**src/rtl/fir_bram_seq.sv**
```systemverilog
`default_nettype none
// ============================================================================
//  Module      : fir_bram_seq
//  Description : Sequencer/arbiter for the FIR tap RAM and data RAM.
//                Clears the data RAM on start, accepts one sample at a time
//                into a circular buffer, then issues TAPS paired reads per
//                sample to feed the MAC. The host shares the tap RAM and is
//                served only while the sequencer is idle.
//  Ports       : clk/rst            - clock, synchronous active-high reset
//                start/data_len     - run request and samples per run
//                s_valid/s_data/s_ready - sample input handshake
//                host_*             - tap configuration port (req held to ack)
//                tap_* / dat_*      - tap RAM / data RAM strobes, addresses, data
//                mac_*              - operands and first/last flags for the MAC
//                busy/done          - run status
//                stall_cnt          - WAIT_IN starvation counter
//  Options     : FIR_SEQ_STALL_CNT_EN - build the stall counter
//                (otherwise stall_cnt is tied to 0)
//  Revision    : 1.0 - initial release
// ============================================================================
module fir_bram_seq #(
    parameter int ADDR_WIDTH = 12,
    parameter int TAPS       = 11,
    parameter int BIT_WIDTH  = 32
) (
    input  logic                  clk,
    input  logic                  rst,
    input  logic                  start,
    input  logic [31:0]           data_len,
    input  logic                  s_valid,
    input  logic [BIT_WIDTH-1:0]  s_data,
    output logic                  s_ready,
    input  logic                  host_we,
    input  logic                  host_re,
    input  logic [ADDR_WIDTH-1:0] host_addr,
    input  logic [BIT_WIDTH-1:0]  host_wdata,
    output logic [BIT_WIDTH-1:0]  host_rdata,
    output logic                  host_ack,
    output logic                  tap_we,
    output logic                  tap_re,
    output logic [ADDR_WIDTH-1:0] tap_waddr,
    output logic [ADDR_WIDTH-1:0] tap_raddr,
    output logic [BIT_WIDTH-1:0]  tap_wdi,
    input  logic [BIT_WIDTH-1:0]  tap_rdo,
    output logic                  dat_we,
    output logic                  dat_re,
    output logic [ADDR_WIDTH-1:0] dat_waddr,
    output logic [ADDR_WIDTH-1:0] dat_raddr,
    output logic [BIT_WIDTH-1:0]  dat_wdi,
    input  logic [BIT_WIDTH-1:0]  dat_rdo,
    output logic                  mac_valid,
    output logic                  mac_first,
    output logic                  mac_last,
    output logic [BIT_WIDTH-1:0]  mac_x,
    output logic [BIT_WIDTH-1:0]  mac_h,
    output logic                  busy,
    output logic                  done,
    output logic [31:0]           stall_cnt
);

    localparam logic [2:0] S_IDLE    = 3'd0;
    localparam logic [2:0] S_CLEAR   = 3'd1;
    localparam logic [2:0] S_WAIT_IN = 3'd2;
    localparam logic [2:0] S_ISSUE   = 3'd3;
    localparam logic [2:0] S_DRAIN   = 3'd4;
    localparam logic [2:0] S_DONE    = 3'd5;

    localparam logic [ADDR_WIDTH-1:0] c_TAPS_A = ADDR_WIDTH'(TAPS);
    localparam logic [ADDR_WIDTH-1:0] c_LAST_A = ADDR_WIDTH'(TAPS - 1);
    localparam logic [ADDR_WIDTH-1:0] c_ONE_A  = ADDR_WIDTH'(1);

    logic [2:0]            r_state;
    logic [ADDR_WIDTH-1:0] r_k;
    logic [ADDR_WIDTH-1:0] r_wptr;
    logic [31:0]           r_len;
    logic [31:0]           r_count;
    logic                  r_rd_pend;
    logic                  r_rd_oob;
    logic                  r_mac_valid;
    logic                  r_mac_first;
    logic                  r_mac_last;

    // Host is served only in IDLE, loses to start, and a read in flight
    // blocks a new request while the host still holds its strobe.
    logic                  w_host_ok;
    logic                  w_host_wr;
    logic                  w_host_rd;
    logic                  w_host_inrange;
    logic                  w_rd_done;
    logic [ADDR_WIDTH-1:0] w_rd_addr;
    logic [31:0]           w_count_next;

    assign w_host_ok      = !rst && (r_state == S_IDLE) && !start && !r_rd_pend;
    assign w_host_wr      = w_host_ok && host_we;
    assign w_host_rd      = w_host_ok && !host_we && host_re;
    assign w_host_inrange = (host_addr < c_TAPS_A);
    assign w_rd_done      = !rst && r_rd_pend;
    // Newest sample sits at wptr; tap k pairs with the sample k steps older.
    assign w_rd_addr      = (r_wptr >= r_k) ? (r_wptr - r_k) : (r_wptr + c_TAPS_A - r_k);
    assign w_count_next   = r_count + 32'd1;

    assign s_ready    = !rst && (r_state == S_WAIT_IN);
    assign busy       = (r_state != S_IDLE);
    assign done       = !rst && (r_state == S_DONE);
    assign host_ack   = w_host_wr || w_rd_done;
    assign host_rdata = (w_rd_done && !r_rd_oob) ? tap_rdo : '0;
    assign mac_valid  = r_mac_valid;
    assign mac_first  = r_mac_first;
    assign mac_last   = r_mac_last;
    assign mac_x      = r_mac_valid ? dat_rdo : '0;
    assign mac_h      = r_mac_valid ? tap_rdo : '0;

    always_comb begin
        tap_we    = 1'b0;
        tap_re    = 1'b0;
        tap_waddr = '0;
        tap_raddr = '0;
        tap_wdi   = '0;
        dat_we    = 1'b0;
        dat_re    = 1'b0;
        dat_waddr = '0;
        dat_raddr = '0;
        dat_wdi   = '0;
        // Out-of-range host accesses are acked without touching the RAM.
        if (w_host_wr && w_host_inrange) begin
            tap_we    = 1'b1;
            tap_waddr = host_addr;
            tap_wdi   = host_wdata;
        end
        if (w_host_rd && w_host_inrange) begin
            tap_re    = 1'b1;
            tap_raddr = host_addr;
        end
        if (!rst) begin
            case (r_state)
                S_CLEAR: begin
                    dat_we    = 1'b1;
                    dat_waddr = r_k;
                end
                S_WAIT_IN: begin
                    if (s_valid) begin
                        dat_we    = 1'b1;
                        dat_waddr = r_wptr;
                        dat_wdi   = s_data;
                    end
                end
                S_ISSUE: begin
                    tap_re    = 1'b1;
                    tap_raddr = r_k;
                    dat_re    = 1'b1;
                    dat_raddr = w_rd_addr;
                end
                default: ;
            endcase
        end
    end

    always_ff @(posedge clk) begin
        if (rst) begin
            r_state     <= S_IDLE;
            r_k         <= '0;
            r_wptr      <= '0;
            r_len       <= '0;
            r_count     <= '0;
            r_rd_pend   <= 1'b0;
            r_rd_oob    <= 1'b0;
            r_mac_valid <= 1'b0;
            r_mac_first <= 1'b0;
            r_mac_last  <= 1'b0;
        end else begin
            r_rd_pend   <= w_host_rd;
            r_rd_oob    <= !w_host_inrange;
            // Issue-cycle flags delayed one cycle to line up with RAM data.
            r_mac_valid <= (r_state == S_ISSUE);
            r_mac_first <= (r_state == S_ISSUE) && (r_k == '0);
            r_mac_last  <= (r_state == S_ISSUE) && (r_k == c_LAST_A);
            case (r_state)
                S_IDLE: begin
                    if (start) begin
                        r_len   <= data_len;
                        r_count <= '0;
                        r_wptr  <= '0;
                        r_k     <= '0;
                        r_state <= S_CLEAR;
                    end
                end
                S_CLEAR: begin
                    if (r_k == c_LAST_A) begin
                        r_k     <= '0;
                        r_state <= (r_len == 32'd0) ? S_DONE : S_WAIT_IN;
                    end else begin
                        r_k <= r_k + c_ONE_A;
                    end
                end
                S_WAIT_IN: begin
                    if (s_valid) begin
                        r_k     <= '0;
                        r_state <= S_ISSUE;
                    end
                end
                S_ISSUE: begin
                    if (r_k == c_LAST_A) begin
                        r_k     <= '0;
                        r_state <= S_DRAIN;
                    end else begin
                        r_k <= r_k + c_ONE_A;
                    end
                end
                S_DRAIN: begin
                    r_wptr  <= (r_wptr == c_LAST_A) ? '0 : (r_wptr + c_ONE_A);
                    r_count <= w_count_next;
                    r_state <= (w_count_next == r_len) ? S_DONE : S_WAIT_IN;
                end
                S_DONE:  r_state <= S_IDLE;
                default: r_state <= S_IDLE;
            endcase
        end
    end

`ifdef FIR_SEQ_STALL_CNT_EN
    logic [31:0] r_stall_cnt;

    always_ff @(posedge clk) begin
        if (rst) begin
            r_stall_cnt <= '0;
        end else if ((r_state == S_IDLE) && start) begin
            r_stall_cnt <= '0;
        end else if ((r_state == S_WAIT_IN) && !s_valid && (r_stall_cnt != 32'hFFFF_FFFF)) begin
            r_stall_cnt <= r_stall_cnt + 32'd1;
        end
    end

    assign stall_cnt = r_stall_cnt;
`else
    assign stall_cnt = '0;
`endif

endmodule
`default_nettype wire

```
**config.mk**
```make
export PLATFORM = sky130hd
export DESIGN_NAME = fir_bram_seq
export DESIGN_NICKNAME = d
export VERILOG_FILES = /design/src/rtl/fir_bram_seq.sv
export SDC_FILE = /design/constraint.sdc
export NUM_CORES = 1
export LEC_CHECK = 0
export BUFFER_PORTS_ARGS = -buffer_cell sky130_fd_sc_hd__buf_2
export CORE_AREA = 2 2 169 171
export DETAILED_ROUTE_END_ITERATION = 8
export DIE_AREA = 0 0 171 173
export GPL_TIMING_DRIVEN = 0
export PLACE_DENSITY_LB_ADDON = 0.3
export SLEW_MARGIN = 40
export SYNTH_ARGS = -nofsm -noshare
export SYNTH_HDL_FRONTEND = slang
export SYNTH_SLANG_ARGS = --single-unit
```
**constraint.sdc**
```tcl
create_clock -name clk -period 3.5 [get_ports clk]
set_input_delay 0.35 -clock clk [delete_from_list [all_inputs] [get_ports clk]]
set_output_delay 0.35 -clock clk [all_outputs]
set_load 0.01 [all_outputs]
```
After elaboration in Yosys (flattened, before gate mapping)

Index checks and enable logic that the tools add are counted.

Output and inout port bits: 251
Logic and storage cells: 103
Latch bits: 0
Register bits after elaboration: 96
ROM bits: 0
Memories kept: 0
Bits in writable memories: 0

Multiply operators: 0
Div/mod/pow operators: 0
Magnitude comparators: 2
Reductions and logical operators: 32
Bitwise operators: 0
Equal/unequal tests: 12
Muxes and demuxes: 41
Shifts and indexed selects: 0
$add $sub $neg: 6

Operator list:

| operator                                                              | count |
|---|---|
| 32-bit 2-to-1 mux                                                     | 8 |
| 12-bit 2-to-1 mux                                                     | 13 |
| 32-bit one-hot mux with 2 select lines                                | 1 |
| 12-bit one-hot mux with 2 select lines                                | 2 |
| 12-bit one-hot mux with 3 select lines                                | 1 |
| 32-bit by 1-bit adder with 32-bit output, second input constant       | 1 |
| 32-bit == test                                                        | 1 |
| 32-bit logical NOT                                                    | 1 |
| 12-bit by 1-bit adder with 12-bit output, second input constant       | 2 |
| 12-bit by 4-bit == test with 1-bit output, second input constant      | 2 |
| 12-bit subtractor                                                     | 2 |
| 3-bit 2-to-1 mux                                                      | 6 |
| 3-bit one-hot mux with 5 select lines                                 | 1 |
| 1-bit logical AND                                                     | 14 |
| 12-bit by 4-bit adder with 12-bit output, second input constant       | 1 |
| 12-bit greater-or-equal comparator                                    | 1 |
| 12-bit logical NOT                                                    | 1 |
| 12-bit by 4-bit < comparator with 1-bit output, second input constant | 1 |
| 1-bit 2-to-1 mux                                                      | 8 |
| 3-bit by 2-bit == test with 1-bit output, second input constant       | 2 |
| 3-bit == test, second input constant                                  | 2 |
| 1-bit logical NOT                                                     | 6 |
| 2-bit inequality test, second input constant                          | 3 |
| 3-bit nonzero test                                                    | 2 |
| 10 further kinds                                                      | 11 |

Logic depth before layout (Yosys ltp)

Depth in word-level cells: 10
Mapped depth: 13

Worst setup path before layout

Ideal clock, no wire load.

Path type: register -> output
Start: register r_k[1]
End: output dat_raddr[11]
Slack: 218 ps
Stages on the path, launching flop included: 14
Path buffers: 0
Data required time: 3150 ps
Arrival: 2932 ps
Cells stage by stage: dfxtp_1 -> inv_1 -> ha_1 -> ha_1 -> inv_1 -> fa_1 -> nor2b_1 -> o21ai_0 -> a21boi_0 -> o21ai_0 -> a2111oi_0 -> o21ai_0 -> nor3b_1 -> a211oi_1

Cells in the longest elaborated chain, start to end: 4

Ends and longest elaborated chain:

| what                                                                    | line | RTL |
|---|---|---|
| start, declared                                                         | 73   | `logic [ADDR_WIDTH-1:0] r_k;` |
| start signal, assigned                                                  | 192  | `r_k <= r_k + c_ONE_A;` |
| start signal, assigned                                                  | 206  | `r_k <= r_k + c_ONE_A;` |
| 12-bit subtractor or 12-bit greater-or-equal comparator (tied branches) | 99   | `assign w_rd_addr = (r_wptr >= r_k) ? (r_wptr - r_k) : (r_wptr + c_TAPS_A - r_k);` |
| 12-bit 2-to-1 mux *                                                     | 99   |  |
| 12-bit 2-to-1 mux *                                                     | 135  | `case (r_state)` |
| 12-bit 2-to-1 mux *                                                     | 134  | `if (!rst) begin` |
| end, declared                                                           | 48   | `output logic [ADDR_WIDTH-1:0] dat_raddr,` |

Every way passes the cells marked *; elsewhere a longest branch is shown, timed or not.

Worst setup path in the final report

Start: register r_k[3]
End: output dat_raddr[11]

Same word-level chain as after synthesis.

==> summary.md <==
| Metric | Value |
|---|---|
| Routed length per instance | `23.1 um` |
| R2R Path End | `r_state[1]` |
| Via count | `10400` |
| Yosys reg bits | `96` |
| Tcrit/Tclk final | `97.4%` |
| Post-synth EDFFs | `0` |
| Hold Crit Class | `input port to flop` |
| Setup Viol. Count Final | `0` |
| Clock Sinks | `96` |
| Die Footprint | `29600 um^2` |
| Hold_buf cts | `0` |
| Leak pwr | `0.00572 uW` |
| RSZ-0062 raised after global routing | `yes` |
| Reg-to-reg slack, setup | `0.22 ns` |
| Worst r2r path cells | `9` |
| Rel. slew slack | `38.4%` |
| Sequential fraction of the synthesis area | `22.6%` |
| Worst skew pair latency | `0.36 ns` |
| Hpwl dp | `38900 um` |
| Die H | `173 um` |
| Worst vdd ir | `275 uV` |
| YS warnings | `0` |
| Die span in x | `171 um` |
| Number of max-cap violations | `0` |
| Unique cell type count in the Yosys netlist | `74` |
| CP peak stage delay | `0.40 ns` |
| DRT Pass-1 Iters | `6` |
| Mapped Area | `8500 um^2` |
| Initial antenna violation count | `25` |
| Final ANT Viol Nets | `0` |
| Kind of critical path | `flop to primary output` |
| Vias per cell | `5.18` |
| Pre-CTS setup slack | `-0.377 ns` |
| CP bufs+invs | `4` |
| Yosys top cell by area | `dfxtp_1` |
| CTS buffer count | `9` |
| Iter 0 DRT Violations | `925` |
| Fin nets | `1845` |
| Pins Over Slew Limit | `0` |
| Vias in the first global route | `9601` |
| Largest net degree at the start of global routing | `16` |
| CTS clk-pin slew, worst paths | `0.07 ns` |
| Final worst slack | `0.0912 ns` |
| Avg Inst Size Synth | `7.23 um^2` |
| Cell Area, Placed | `11100 um^2` |
| Endpoints failing hold | `0` |
| Worst Hold End | `r_len[8]` |
| Hold slack | `0.227 ns` |
| Cell breakdown of the critical path | `inv_2 -> ha_4 -> inv_1 -> ha_1 -> nor2b_1 -> o21ai_1 -> a21boi_1 -> o21ai_2 -> a2111oi_4 -> buf_4 -> nor3_4 -> nor3b_4 -> a211oi_2 -> buf_2` |
| Yosys top cell area share | `22.6%` |
| Global-route wire length before repair | `64900 um` |
| Total grt overflow | `0` |
| Tmin final | `3.41 ns` |
| Initial Utilization | `30.8%` |
| Clock Root Buffer | `clkbuf_16` |
| Finished Cell Area | `11700 um^2` |
| CTS tree | `yes` |
| Gpl congestion | `1.01` |
| Gr usage total | `30.1%` |
| Area contributors post-synth | `dfxtp_1 23%, and2_1 10%, nand2_1 5.7%, nor2_1 5.4%, xnor2_1 5.1%` |
| Start point of the worst hold path | `data_len[8]` |
| Crit path DAT | `3.06 ns` |
| CORE AREA | `27600 um^2` |
| Worst-Margin Slew | `0.916 ns` |
| Synth Flop Type | `dfxtp_1` |
| Synth Instances | `1176` |
| Design Power | `3850 uW` |
| Slowest cell on crit path | `dfxtp_2` |
| Max Freq | `293 MHz` |
| Reg2Reg Launch Point | `r_count[0]` |
| CP startpoint kind | `flop` |
| Io pins | `429` |
| Area Overhead vs Synth | `37.7%` |
| DRC viols | `0` |
| Final Skew | `0.0114 ns` |
| Post-layout util | `42.3%` |
| CP delay by family, top | `compound AO/OA/AOI/OAI gates` |
| Critical-path maximum fanout | `6` |
| Outcome | `complete, no violations` |
| Worst setup EP type | `primary output` |
| Number of port buffers | `386` |
| Hold depth | `3` |
| Required time of the critical path | `3.15 ns` |
| H-tree levels | `3` |
| Layout cell share with drive strength beyond 1 | `32.6%` |
| Pwr/cell area | `329 nW/um^2` |
| Final WL | `46600 um` |
| Row cnt | `61` |
| Asr flop ratio synth | `0%` |
| Longest Clk Path Bufs | `2` |
power breakdown:
group          internal (uW)  total [uW]  leakage, uW  switching (uW)
combinational            591        1560      0.00481             966
sequential              1170        1290     0.000784             114
clock                    547        1010     0.000126             463
total                   2310        3850      0.00572            1540
stage by stage:
| step | setup TNS, ns | std cells |
|---|---|---|
| after floorplan | 0 | 1215 |
| after global placement | -1.88 | 1979 |
| after detailed placement | -2.16 | 1981 |
| after CTS | 0 | 1998 |
| after global routing | -0.139 | 2014 |
| final | 0 | 2017 |
layout by cell type (no fill, tap or decap), types with 5 or more instances in the layout:
cell	n
buf_2	392
and2_1	138
nand2_1	128
nor2_1	121
dfxtp_1	88
a21oi_1	74
clkbuf_1	63
buf_4	56
xnor2_1	49
and3_1	40
conb_1	40
o21ai_0	37
inv_1	36
xor2_1	25
ha_1	25
nor3_1	23
nor4_1	21
nand4_1	21
nand3_1	20
a22oi_1	16
a31oi_1	14
mux2i_1	11
or3_1	11
diode_2	10
a311oi_1	10
a21o_1	9
clkbuf_16	9
and4_1	8
fa_1	8
nand2b_1	7
nor3b_1	6
clkinvlp_4	5
a211oi_1	5
dfxtp_2	5
timing repair:
item | CTS | global route
pin swaps | 9 | 15
resized for setup | 38 | 27
endpoints found under the setup margin | 12 | 17
buffers inserted | 3 | 9
state kept, by name, summed over array words and instances, names as in the netlist:
name	flops
mac_last	1
r_count	32
r_len	32
r_rd_pend	1
r_rd_oob	1
r_k	12
r_state	3
mac_valid	1
mac_first	1
r_wptr	12
worst register-to-register path, stage by stage (launching register included):
cell,delay [ns]
dfxtp_1,0.46
ha_1,0.29
nand3_2,0.24
or4_4,0.51
nor2_2,0.29
mux2_2,0.39
a21oi_1,0.13
or4b_1,0.46
nor4_2,0.26
o31ai_1,0.10
cells in the mapped netlist (all sizes together), types with 24 or more instances:
library cell,count
and2,138
nand2,129
nor2,124
dfxtp,96
a21oi,77
clkbuf,66
buf,49
xnor2,49
inv,43
o21ai,43
and3,40
ha,31
nor3,27
xor2,25
nor4,24
final cells by class:
type	count	area, um^2
clock inverter	5	60.1
antenna	10	25.0
buffer	115	623
inverter	43	173
fill	3020	15900
multi-input combinational	961	6150
tap	378	473
clock buffer	9	225
sequential	96	1940
timing repair buffer	400	2030
how the worst max path moves through the flow:
stage               slack [ns]             to  cells after the start   start
floorplan                 0.22  dat_raddr[11]                     13  r_k[1]
global placement         -0.35   dat_raddr[1]                     12  r_k[2]
detailed placement       -0.38   dat_raddr[1]                     12  r_k[2]
CTS                     0.0002  dat_raddr[11]                     13  r_k[2]
global route             -0.12  dat_raddr[11]                     14  r_k[3]
finish                    0.09  dat_raddr[11]                     14  r_k[3]
routing by layer:
layer  global-route usage (%)  wire length (um)  vias up
met3                     11.9              5820       61
met4                     10.4              1270       10
li1                         -                 -     4863
met2                     41.5             18800      561
met5                        0                56        -
met1                     42.1             20700     4947
cell families (layout without fill, tap and decap cells):
family | Yosys count | in the layout | share of synthesized area, %
AND/OR/NAND/NOR | 584 | 584 | 36.8
AO/OA/AOI/OAI | 207 | 207 | 15.1
buffers and inverters | 158 | 572 | 9.08
flip-flops | 96 | 96 | 22.6
XOR/XNOR | 74 | 74 | 7.63
adder cells (fa/ha/maj) | 41 | 41 | 6.92
multiplexers | 15 | 15 | 1.81
other | 1 | 50 | 0.0441
No activity file was read; power rests on OpenSTA's default activity.
